[config.mk]
export PLATFORM = sky130hd
export DESIGN_NAME = surv_ram_ctrl_flat
export DESIGN_NICKNAME = d
export VERILOG_FILES = /design/src/rtl/surv_ram_ctrl_pkg.sv /design/src/rtl/surv_ram_ctrl_if.sv /design/src/rtl/surv_dpram.sv /design/src/rtl/surv_ram_ctrl.sv /design/src/flat_wrapper.sv
export SDC_FILE = /design/constraint.sdc
export NUM_CORES = 1
export LEC_CHECK = 0
export CORE_MARGIN = 5
export CORE_UTILIZATION = 55
export CTS_BUF_LIST = sky130_fd_sc_hd__clkbuf_2
export CTS_CLUSTER_SIZE = 40
export DETAILED_ROUTE_END_ITERATION = 10
export HOLD_SLACK_MARGIN = 0.15
export PLACE_DENSITY_LB_ADDON = 0.2
export SLEW_MARGIN = 20
export SYNTH_ARGS = -nofsm -noshare
export SYNTH_HDL_FRONTEND = slang
export SYNTH_HIERARCHICAL = 1
export SYNTH_SLANG_ARGS = --single-unit
[constraint.sdc]
create_clock -name Clock1 -period 4.86 [get_ports Clock1]
set_clock_uncertainty 0.05 [all_clocks]
set_input_delay 0.972 -clock Clock1 [delete_from_list [all_inputs] [get_ports Clock1]]
set_output_delay 0.972 -clock Clock1 [all_outputs]
set_load 0.03 [all_outputs]
[src/rtl/surv_ram_ctrl_pkg.sv]
// Shared parameters, state encoding and RAM word layout for the survivor RAM controller.
// SURV_RAM_PARITY_EN adds an even-parity bit to every stored word.
package surv_ram_ctrl_pkg;

  localparam int unsigned N_ACS       = 4;
  localparam int unsigned WD_RAM_DATA = 2 * N_ACS;
  localparam int unsigned AW_DEF      = 6;
  localparam int unsigned TB_LEN_DEF  = 16;

  typedef enum logic [1:0] {
    S_IDLE  = 2'd0,
    S_FILL  = 2'd1,
    S_READY = 2'd2
  } state_e;

  // Stored word; the parity bit (when present) sits above the data.
  typedef struct packed {
`ifdef SURV_RAM_PARITY_EN
    logic                   par;
`endif
    logic [WD_RAM_DATA-1:0] data;
  } ram_word_t;

  localparam int unsigned RAM_W = $bits(ram_word_t);

`ifdef SURV_RAM_PARITY_EN
  function automatic logic even_par(input logic [WD_RAM_DATA-1:0] d);
    return ^d;
  endfunction
`endif

endpackage

[src/rtl/surv_ram_ctrl_if.sv]
// Bus between the survivor RAM controller and its neighbours (buffer, traceback).
// SURV_RAM_PARITY_EN adds the ParErr read-side flag.
interface surv_ram_ctrl_if
  import surv_ram_ctrl_pkg::*;
#(
  parameter int unsigned AW = AW_DEF
);

  logic                   Active;
  logic                   WrEn;
  logic [WD_RAM_DATA-1:0] WrData;
  logic                   TbReady;
  logic                   TbAck;
  logic [AW-1:0]          TbBase;
  logic                   RdEn;
  logic [AW-1:0]          RdAddr;
  logic [WD_RAM_DATA-1:0] RdData;
  logic                   RdValid;
  logic [AW:0]            Fill;
  logic                   Overflow;
`ifdef SURV_RAM_PARITY_EN
  logic                   ParErr;
`endif

  modport master (
    output Active, WrEn, WrData, TbAck, RdEn, RdAddr,
`ifdef SURV_RAM_PARITY_EN
    input  ParErr,
`endif
    input  TbReady, TbBase, RdData, RdValid, Fill, Overflow
  );

  modport slave (
    input  Active, WrEn, WrData, TbAck, RdEn, RdAddr,
`ifdef SURV_RAM_PARITY_EN
    output ParErr,
`endif
    output TbReady, TbBase, RdData, RdValid, Fill, Overflow
  );

endinterface

[src/rtl/surv_dpram.sv]
// Simple dual-port RAM: one write port, one registered read port, read-before-write.
module surv_dpram #(
  parameter int unsigned AW = 6,
  parameter int unsigned W  = 8
) (
  input  logic          clk,
  input  logic          rst_n,
  input  logic          we,
  input  logic [AW-1:0] waddr,
  input  logic [W-1:0]  wdata,
  input  logic          re,
  input  logic [AW-1:0] raddr,
  output logic [W-1:0]  rdata,
  output logic          rvalid
);

  localparam int unsigned DEPTH = 1 << AW;

  logic [W-1:0] mem [DEPTH];
  logic [W-1:0] rdata_q, rdata_d;
  logic         rvalid_q, rvalid_d;

  // Storage is never reset; contents survive reset and flush.
  always_ff @(posedge clk) begin
    if (we) mem[waddr] <= wdata;
  end

  always_comb begin
    rdata_d  = rdata_q;
    rvalid_d = re;
    if (re) rdata_d = mem[raddr];
  end

  always_ff @(posedge clk or negedge rst_n) begin
    if (!rst_n) begin
      rdata_q  <= '0;
      rvalid_q <= 1'b0;
    end else begin
      rdata_q  <= rdata_d;
      rvalid_q <= rvalid_d;
    end
  end

  assign rdata  = rdata_q;
  assign rvalid = rvalid_q;

endmodule

[src/rtl/surv_ram_ctrl.sv]
// Survivor RAM controller: circular write pointer, fill count, traceback window hand-off.
// SURV_RAM_PARITY_EN stores a parity bit per word and reports ParErr on reads.
module surv_ram_ctrl
  import surv_ram_ctrl_pkg::*;
#(
  parameter int unsigned AW     = AW_DEF,
  parameter int unsigned TB_LEN = TB_LEN_DEF
) (
  input  logic           Clock1,
  input  logic           Reset,
  surv_ram_ctrl_if.slave bus
);

  localparam int unsigned DEPTH = 1 << AW;
  localparam int unsigned FW    = AW + 1;

  state_e          state_q, state_d;
  logic [AW-1:0]   wr_ptr_q, wr_ptr_d;
  logic [AW-1:0]   rd_base_q, rd_base_d;
  logic [AW-1:0]   tb_base_q, tb_base_d;
  logic [FW-1:0]   fill_q, fill_d;
  logic            ovf_q, ovf_d;
  logic            tb_ready_q, tb_ready_d;
  logic            wr_acc, ack_acc;
  ram_word_t       wword, rword;

  // Next-state, pointer and counter logic; a low Active flushes everything but the read port.
  always_comb begin
    state_d   = state_q;
    wr_ptr_d  = wr_ptr_q;
    rd_base_d = rd_base_q;
    fill_d    = fill_q;
    ovf_d     = ovf_q;
    wr_acc    = bus.Active && bus.WrEn && (fill_q < FW'(DEPTH));
    ack_acc   = bus.Active && bus.TbAck && tb_ready_q;

    if (!bus.Active) begin
      state_d   = S_IDLE;
      wr_ptr_d  = '0;
      rd_base_d = '0;
      fill_d    = '0;
      ovf_d     = 1'b0;
    end else begin
      if (bus.WrEn && !wr_acc) ovf_d = 1'b1;
      if (wr_acc)  wr_ptr_d  = wr_ptr_q + AW'(1);
      if (ack_acc) rd_base_d = rd_base_q + AW'(TB_LEN);
      fill_d = fill_q + FW'(wr_acc) - (ack_acc ? FW'(TB_LEN) : FW'(0));
      unique case (state_q)
        S_IDLE:  state_d = S_FILL;
        S_FILL:  if (fill_d >= FW'(TB_LEN)) state_d = S_READY;
        S_READY: if (ack_acc && (fill_d < FW'(TB_LEN))) state_d = S_FILL;
        default: state_d = S_IDLE;
      endcase
    end

    tb_ready_d = (state_d == S_READY);
    tb_base_d  = rd_base_d + AW'(TB_LEN - 1);
  end

  always_ff @(posedge Clock1 or negedge Reset) begin
    if (!Reset) begin
      state_q    <= S_IDLE;
      wr_ptr_q   <= '0;
      rd_base_q  <= '0;
      tb_base_q  <= '0;
      fill_q     <= '0;
      ovf_q      <= 1'b0;
      tb_ready_q <= 1'b0;
    end else begin
      state_q    <= state_d;
      wr_ptr_q   <= wr_ptr_d;
      rd_base_q  <= rd_base_d;
      tb_base_q  <= tb_base_d;
      fill_q     <= fill_d;
      ovf_q      <= ovf_d;
      tb_ready_q <= tb_ready_d;
    end
  end

  always_comb begin
    wword      = '0;
    wword.data = bus.WrData;
`ifdef SURV_RAM_PARITY_EN
    wword.par  = even_par(bus.WrData);
`endif
  end

  surv_dpram #(
    .AW (AW),
    .W  (RAM_W)
  ) u_ram (
    .clk    (Clock1),
    .rst_n  (Reset),
    .we     (wr_acc),
    .waddr  (wr_ptr_q),
    .wdata  (wword),
    .re     (bus.RdEn),
    .raddr  (bus.RdAddr),
    .rdata  (rword),
    .rvalid (bus.RdValid)
  );

  assign bus.TbReady  = tb_ready_q;
  assign bus.TbBase   = tb_base_q;
  assign bus.Fill     = fill_q;
  assign bus.Overflow = ovf_q;
  assign bus.RdData   = rword.data;
`ifdef SURV_RAM_PARITY_EN
  // Read word is already registered; a clean word (data + parity) XORs to zero.
  assign bus.ParErr   = ^rword;
`endif

endmodule
[src/flat_wrapper.sv]
// flat-port wrapper written by rule: the top's interface ports become plain ports
module surv_ram_ctrl_flat import surv_ram_ctrl_pkg::*;
#(
  parameter int unsigned AW     = AW_DEF,
  parameter int unsigned TB_LEN = TB_LEN_DEF
)
  (Clock1, Reset, bus_Active, bus_WrEn, bus_WrData, bus_TbAck, bus_RdEn, bus_RdAddr, bus_TbReady, bus_TbBase, bus_RdData, bus_RdValid, bus_Fill, bus_Overflow);
  surv_ram_ctrl_if #(.AW(AW)) bus_i ();
  input  logic Clock1;
  input  logic Reset;
  input wire logic [$bits(bus_i.Active)-1:0] bus_Active;
  input wire logic [$bits(bus_i.WrEn)-1:0] bus_WrEn;
  input wire logic [$bits(bus_i.WrData)-1:0] bus_WrData;
  input wire logic [$bits(bus_i.TbAck)-1:0] bus_TbAck;
  input wire logic [$bits(bus_i.RdEn)-1:0] bus_RdEn;
  input wire logic [$bits(bus_i.RdAddr)-1:0] bus_RdAddr;
  output wire logic [$bits(bus_i.TbReady)-1:0] bus_TbReady;
  output wire logic [$bits(bus_i.TbBase)-1:0] bus_TbBase;
  output wire logic [$bits(bus_i.RdData)-1:0] bus_RdData;
  output wire logic [$bits(bus_i.RdValid)-1:0] bus_RdValid;
  output wire logic [$bits(bus_i.Fill)-1:0] bus_Fill;
  output wire logic [$bits(bus_i.Overflow)-1:0] bus_Overflow;
  assign bus_i.Active = bus_Active;
  assign bus_i.WrEn = bus_WrEn;
  assign bus_i.WrData = bus_WrData;
  assign bus_i.TbAck = bus_TbAck;
  assign bus_i.RdEn = bus_RdEn;
  assign bus_i.RdAddr = bus_RdAddr;
  assign bus_TbReady = bus_i.TbReady;
  assign bus_TbBase = bus_i.TbBase;
  assign bus_RdData = bus_i.RdData;
  assign bus_RdValid = bus_i.RdValid;
  assign bus_Fill = bus_i.Fill;
  assign bus_Overflow = bus_i.Overflow;
  surv_ram_ctrl #(.AW(AW), .TB_LEN(TB_LEN)) u_core (.Clock1(Clock1), .Reset(Reset), .bus(bus_i));
endmodule
==> load_flow_metrics.sql <==
INSERT INTO impl_metrics (metric_group, metric, value, unit) VALUES
('outcome', 'run_status', 'finished clean', ''),
('route', 'detail_route.vias_per_cell', '5.99', ''),
('finish', 'layout_common_cells', '512 x sky130_fd_sc_hd__edfxtp_1, 193 x sky130_fd_sc_hd__clkbuf_2, 120 x sky130_fd_sc_hd__mux4_2, 76 x sky130_fd_sc_hd__nor2_1, 41 x sky130_fd_sc_hd__mux2i_1', ''),
('job', 'cap_viol_max_count', '0', ''),
('clock_tree', 'cts_setup_buffers', '0', ''),
('worst_setup_path', 'internal_reg_to_reg_setup_slack', '1.94', 'ns'),
('route', 'antenna_violating_nets_post_route', '0', ''),
('synthesis', 'number_of_synthesized_flops_with_an_enable_pin', '512', ''),
('worst_setup_path', 'critical_path_buf_inv_count', '1', ''),
('clock_tree', 'cts_max_level', '4', ''),
('route', 'residual_drc', '0', ''),
('clock_tree', 'clkSinkCount', '550', ''),
('floorplan', 'floorplan.core_area', '38800', 'µm²'),
('clock_tree', 'clock_path_buffers', '3', ''),
('worst_setup_path', 'worstPathRequired', '3.84', 'ns'),
('clock_tree', 'postCtsHoldBufs', '1', ''),
('route', '1st_iter_drt_viols', '1080', ''),
('worst_setup_path', 'critPathArrivalTime', '2.21', 'ns'),
('timing', 'slew_headroom', '0.356', ''),
('timing', 'min_period_over_period', '0.666', ''),
('global_route', 'grt_first_pass_wirelength', '70300', 'µm'),
('timing', 'final-max-slew-violation-count', '0', ''),
('timing', 'finalHoldViolCount', '0', ''),
('synthesis', 'synth_area_per_cell', '20.2', 'µm²'),
('timing', 'setup_total_negative_slack', '0', 'ns'),
('worst_setup_path', 'cp_top_family', 'buffers and inverters', ''),
('global_route', 'maximum_number_of_pins_on_one_net_before_global_route_repair', '55', ''),
('clock_tree', 'tritoncts', 'done', ''),
('route', 'wirelength', '46600', 'µm'),
('finish', 'final_common_cell', 'sky130_fd_sc_hd__edfxtp_1', ''),
('clock_tree', 'clk_pin_slew', '0.10', 'ns'),
('synthesis', 'distinct_cells_synth', '48', ''),
('worst_setup_path', 'worst-setup-path-type', 'flip-flop to output pin', ''),
('floorplan', 'floorplan.initialDensity', '0.560', ''),
('clock_tree', 'tritoncts.num_buffers', '137', ''),
('clock_tree', 'cts.repair.resized', '0', ''),
('timing', 'max_freq', '309', 'MHz'),
('finish', 'final_cell_area', '24100', 'µm²'),
('placement', 'place.port_buffers', '43', ''),
('global_route', 'antenna_found_initial', '2', ''),
('floorplan', 'die_x', '209', 'µm'),
('timing', 'setup_repair_after_global_routing_missed_its_margin', 'false', ''),
('floorplan', 'die_area', '43600', 'µm²'),
('synthesis', 'synth-seq-cells', '550', ''),
('worst_setup_path', 'crit_path_cell_trace', 'clkdlybuf4s50_1', ''),
('route', 'wl_per_cell', '25.2', 'µm'),
('finish', 'finalNetCount', '1264', ''),
('synthesis', 'syn-num-nets', '1104', ''),
('worst_setup_path', 'cp_max_fo', '4', ''),
('power_and_ir_drop', 'pwr_density_cell', '384', 'nW/µm²'),
('finish', 'flow.area_growth_from_synthesis', '11.0', '%'),
('synthesis', 'synth_area', '21700', 'µm²'),
('route', 'count_of_vias_placed_by_the_detailed_router', '11071', ''),
('timing', 'final-setup-viol-count', '0', ''),
('worst_setup_path', 'crit_path_start_kind', 'flip-flop', ''),
('clock_tree', 'worst_skew_pair.late_latency', '1.02', 'ns'),
('power_and_ir_drop', 'power.leakage', '0.00813', 'µW'),
('placement', 'gp_routability_congestion', '0.830', ''),
('timing', 'worst_hold_slack', '0.434', 'ns'),
('floorplan', 'std_cell_rows', '72', ''),
('timing', 'timing_worst_slew_pin_value', '0.963', 'ns'),
('synthesis', 'synth_top_flop_cell', 'sky130_fd_sc_hd__edfxtp_1', ''),
('power_and_ir_drop', 'peakVddDrop', '0.326', 'mV'),
('placement', 'placed_cell_area', '22800', 'µm²'),
('global_route', 'grt-ovfl-total', '0', ''),
('global_route', 'grt_pass1_vias', '11374', ''),
('synthesis', 'post_synth_inst_count', '1073', ''),
('synthesis', 'yosys_warn_count', '6', ''),
('synthesis', 'synth-seq-area-share', '0.751', ''),
('finish', 'final_layout_size_suffix_gt1_frac', '0.314', ''),
('global_route', 'grt.total_usage', '0.217', '');
## kinds of logic (layout without fill, tap and decap cells)
group / Yosys count / in the layout / synth area share
AND/OR/NAND/NOR: 162 / 162 / 0.0359
XOR/XNOR: 15 / 15 / 0.00605
AO/OA/AOI/OAI: 67 / 67 / 0.0244
flip-flops: 550 / 550 / 0.751
adder cells (fa/ha/maj): 11 / 11 / 0.00633
multiplexers: 193 / 193 / 0.160
buffers and inverters: 75 / 332 / 0.0160
other: 0 / 1 / 0
## synth_stat cells (14+ instances only)
| library cell | number | area [µm²] |
|---|---|---|
| sky130_fd_sc_hd__buf_2 | 20 | 100 |
| sky130_fd_sc_hd__nand2_1 | 16 | 60.1 |
| sky130_fd_sc_hd__inv_1 | 17 | 63.8 |
| sky130_fd_sc_hd__o221ai_1 | 16 | 140 |
| sky130_fd_sc_hd__nand3_1 | 16 | 80.1 |
| sky130_fd_sc_hd__mux2i_1 | 41 | 410 |
| sky130_fd_sc_hd__a22oi_1 | 16 | 120 |
| sky130_fd_sc_hd__edfxtp_1 | 512 | 15400 |
| sky130_fd_sc_hd__and2_1 | 14 | 87.6 |
| sky130_fd_sc_hd__mux4_2 | 120 | 2700 |
| sky130_fd_sc_hd__clkbuf_1 | 27 | 101 |
| sky130_fd_sc_hd__mux2_2 | 32 | 360 |
| sky130_fd_sc_hd__dfrtp_1 | 38 | 951 |
| sky130_fd_sc_hd__nor2_1 | 76 | 285 |
## metal layers
metal	share of wire	up-vias	global-route usage
met5	0	-	0
met4	0.022	0	0.0767
met3	0.084	67	0.0504
met2	0.46	508	0.314
met1	0.44	5702	0.330
li1	-	4794	-
## cell type report
cell class                      instances  area (µm²)
Antenna cell                            1        2.50
Clock buffer                          193         966
Clock inverter                         43         339
Fill cell                            2786       14700
Inverter                               17        63.8
Multi-Input combinational cell        448        5050
Sequential cell                       550       16300
Tap cell                              518         648
Timing Repair Buffer                   79         708
## final timing paths
kind,startpoint,to,cells after the start
min reg2reg,u_core/rd_base_q[0]$_DFF_PN0_,u_core/bus.TbBase[0]$_DFF_PN0_,1
min,u_core/rd_base_q[0]$_DFF_PN0_,u_core/bus.TbBase[0]$_DFF_PN0_,1
max in group asynchronous,Reset,u_core/u_ram/rdata[4]$_DFFE_PN0P_,2
max reg2reg,u_core/bus.Fill[6]$_DFF_PN0_,u_core/u_ram/mem[62][4]$_DFFE_PP_,6
max,u_core/bus.Fill[6]$_DFF_PN0_,bus_Fill[6],1
min in group asynchronous,Reset,u_core/u_ram/rdata[7]$_DFFE_PN0P_,2
## flip-flops by register name, indices dropped and copies added (netlist names)
| register | cells |
|---|---|
| u_core/wr_ptr_q | 6 |
| u_core/u_ram/rdata | 8 |
| u_core/bus.TbBase | 6 |
| u_core/bus.TbReady | 1 |
| u_core/u_ram/rvalid | 1 |
| u_core/bus.Overflow | 1 |
| u_core/rd_base_q | 6 |
| u_core/u_ram/mem | 512 |
| u_core/bus.Fill | 7 |
| u_core/state_q | 2 |
## report_power, final
| part | internal, µW | switching, µW | leakage [µW] |
|---|---|---|---|
| combinational | 348 | 507 | 0.00207 |
| clock | 1390 | 1740 | 0.000970 |
| sequential | 5220 | 56.2 | 0.00509 |
## stage by stage
step                      power [µW]  worst slack [ns]  std cells
after floorplan                 5920              1.69       1073
after global placement          6220              1.00       1611
after detailed placement        6240             0.961       1611
after CTS                       9370              1.48       1848
after global routing            9730              1.49       1849
final                           9270              1.62       1849
(Power assumes the default switching activity.)
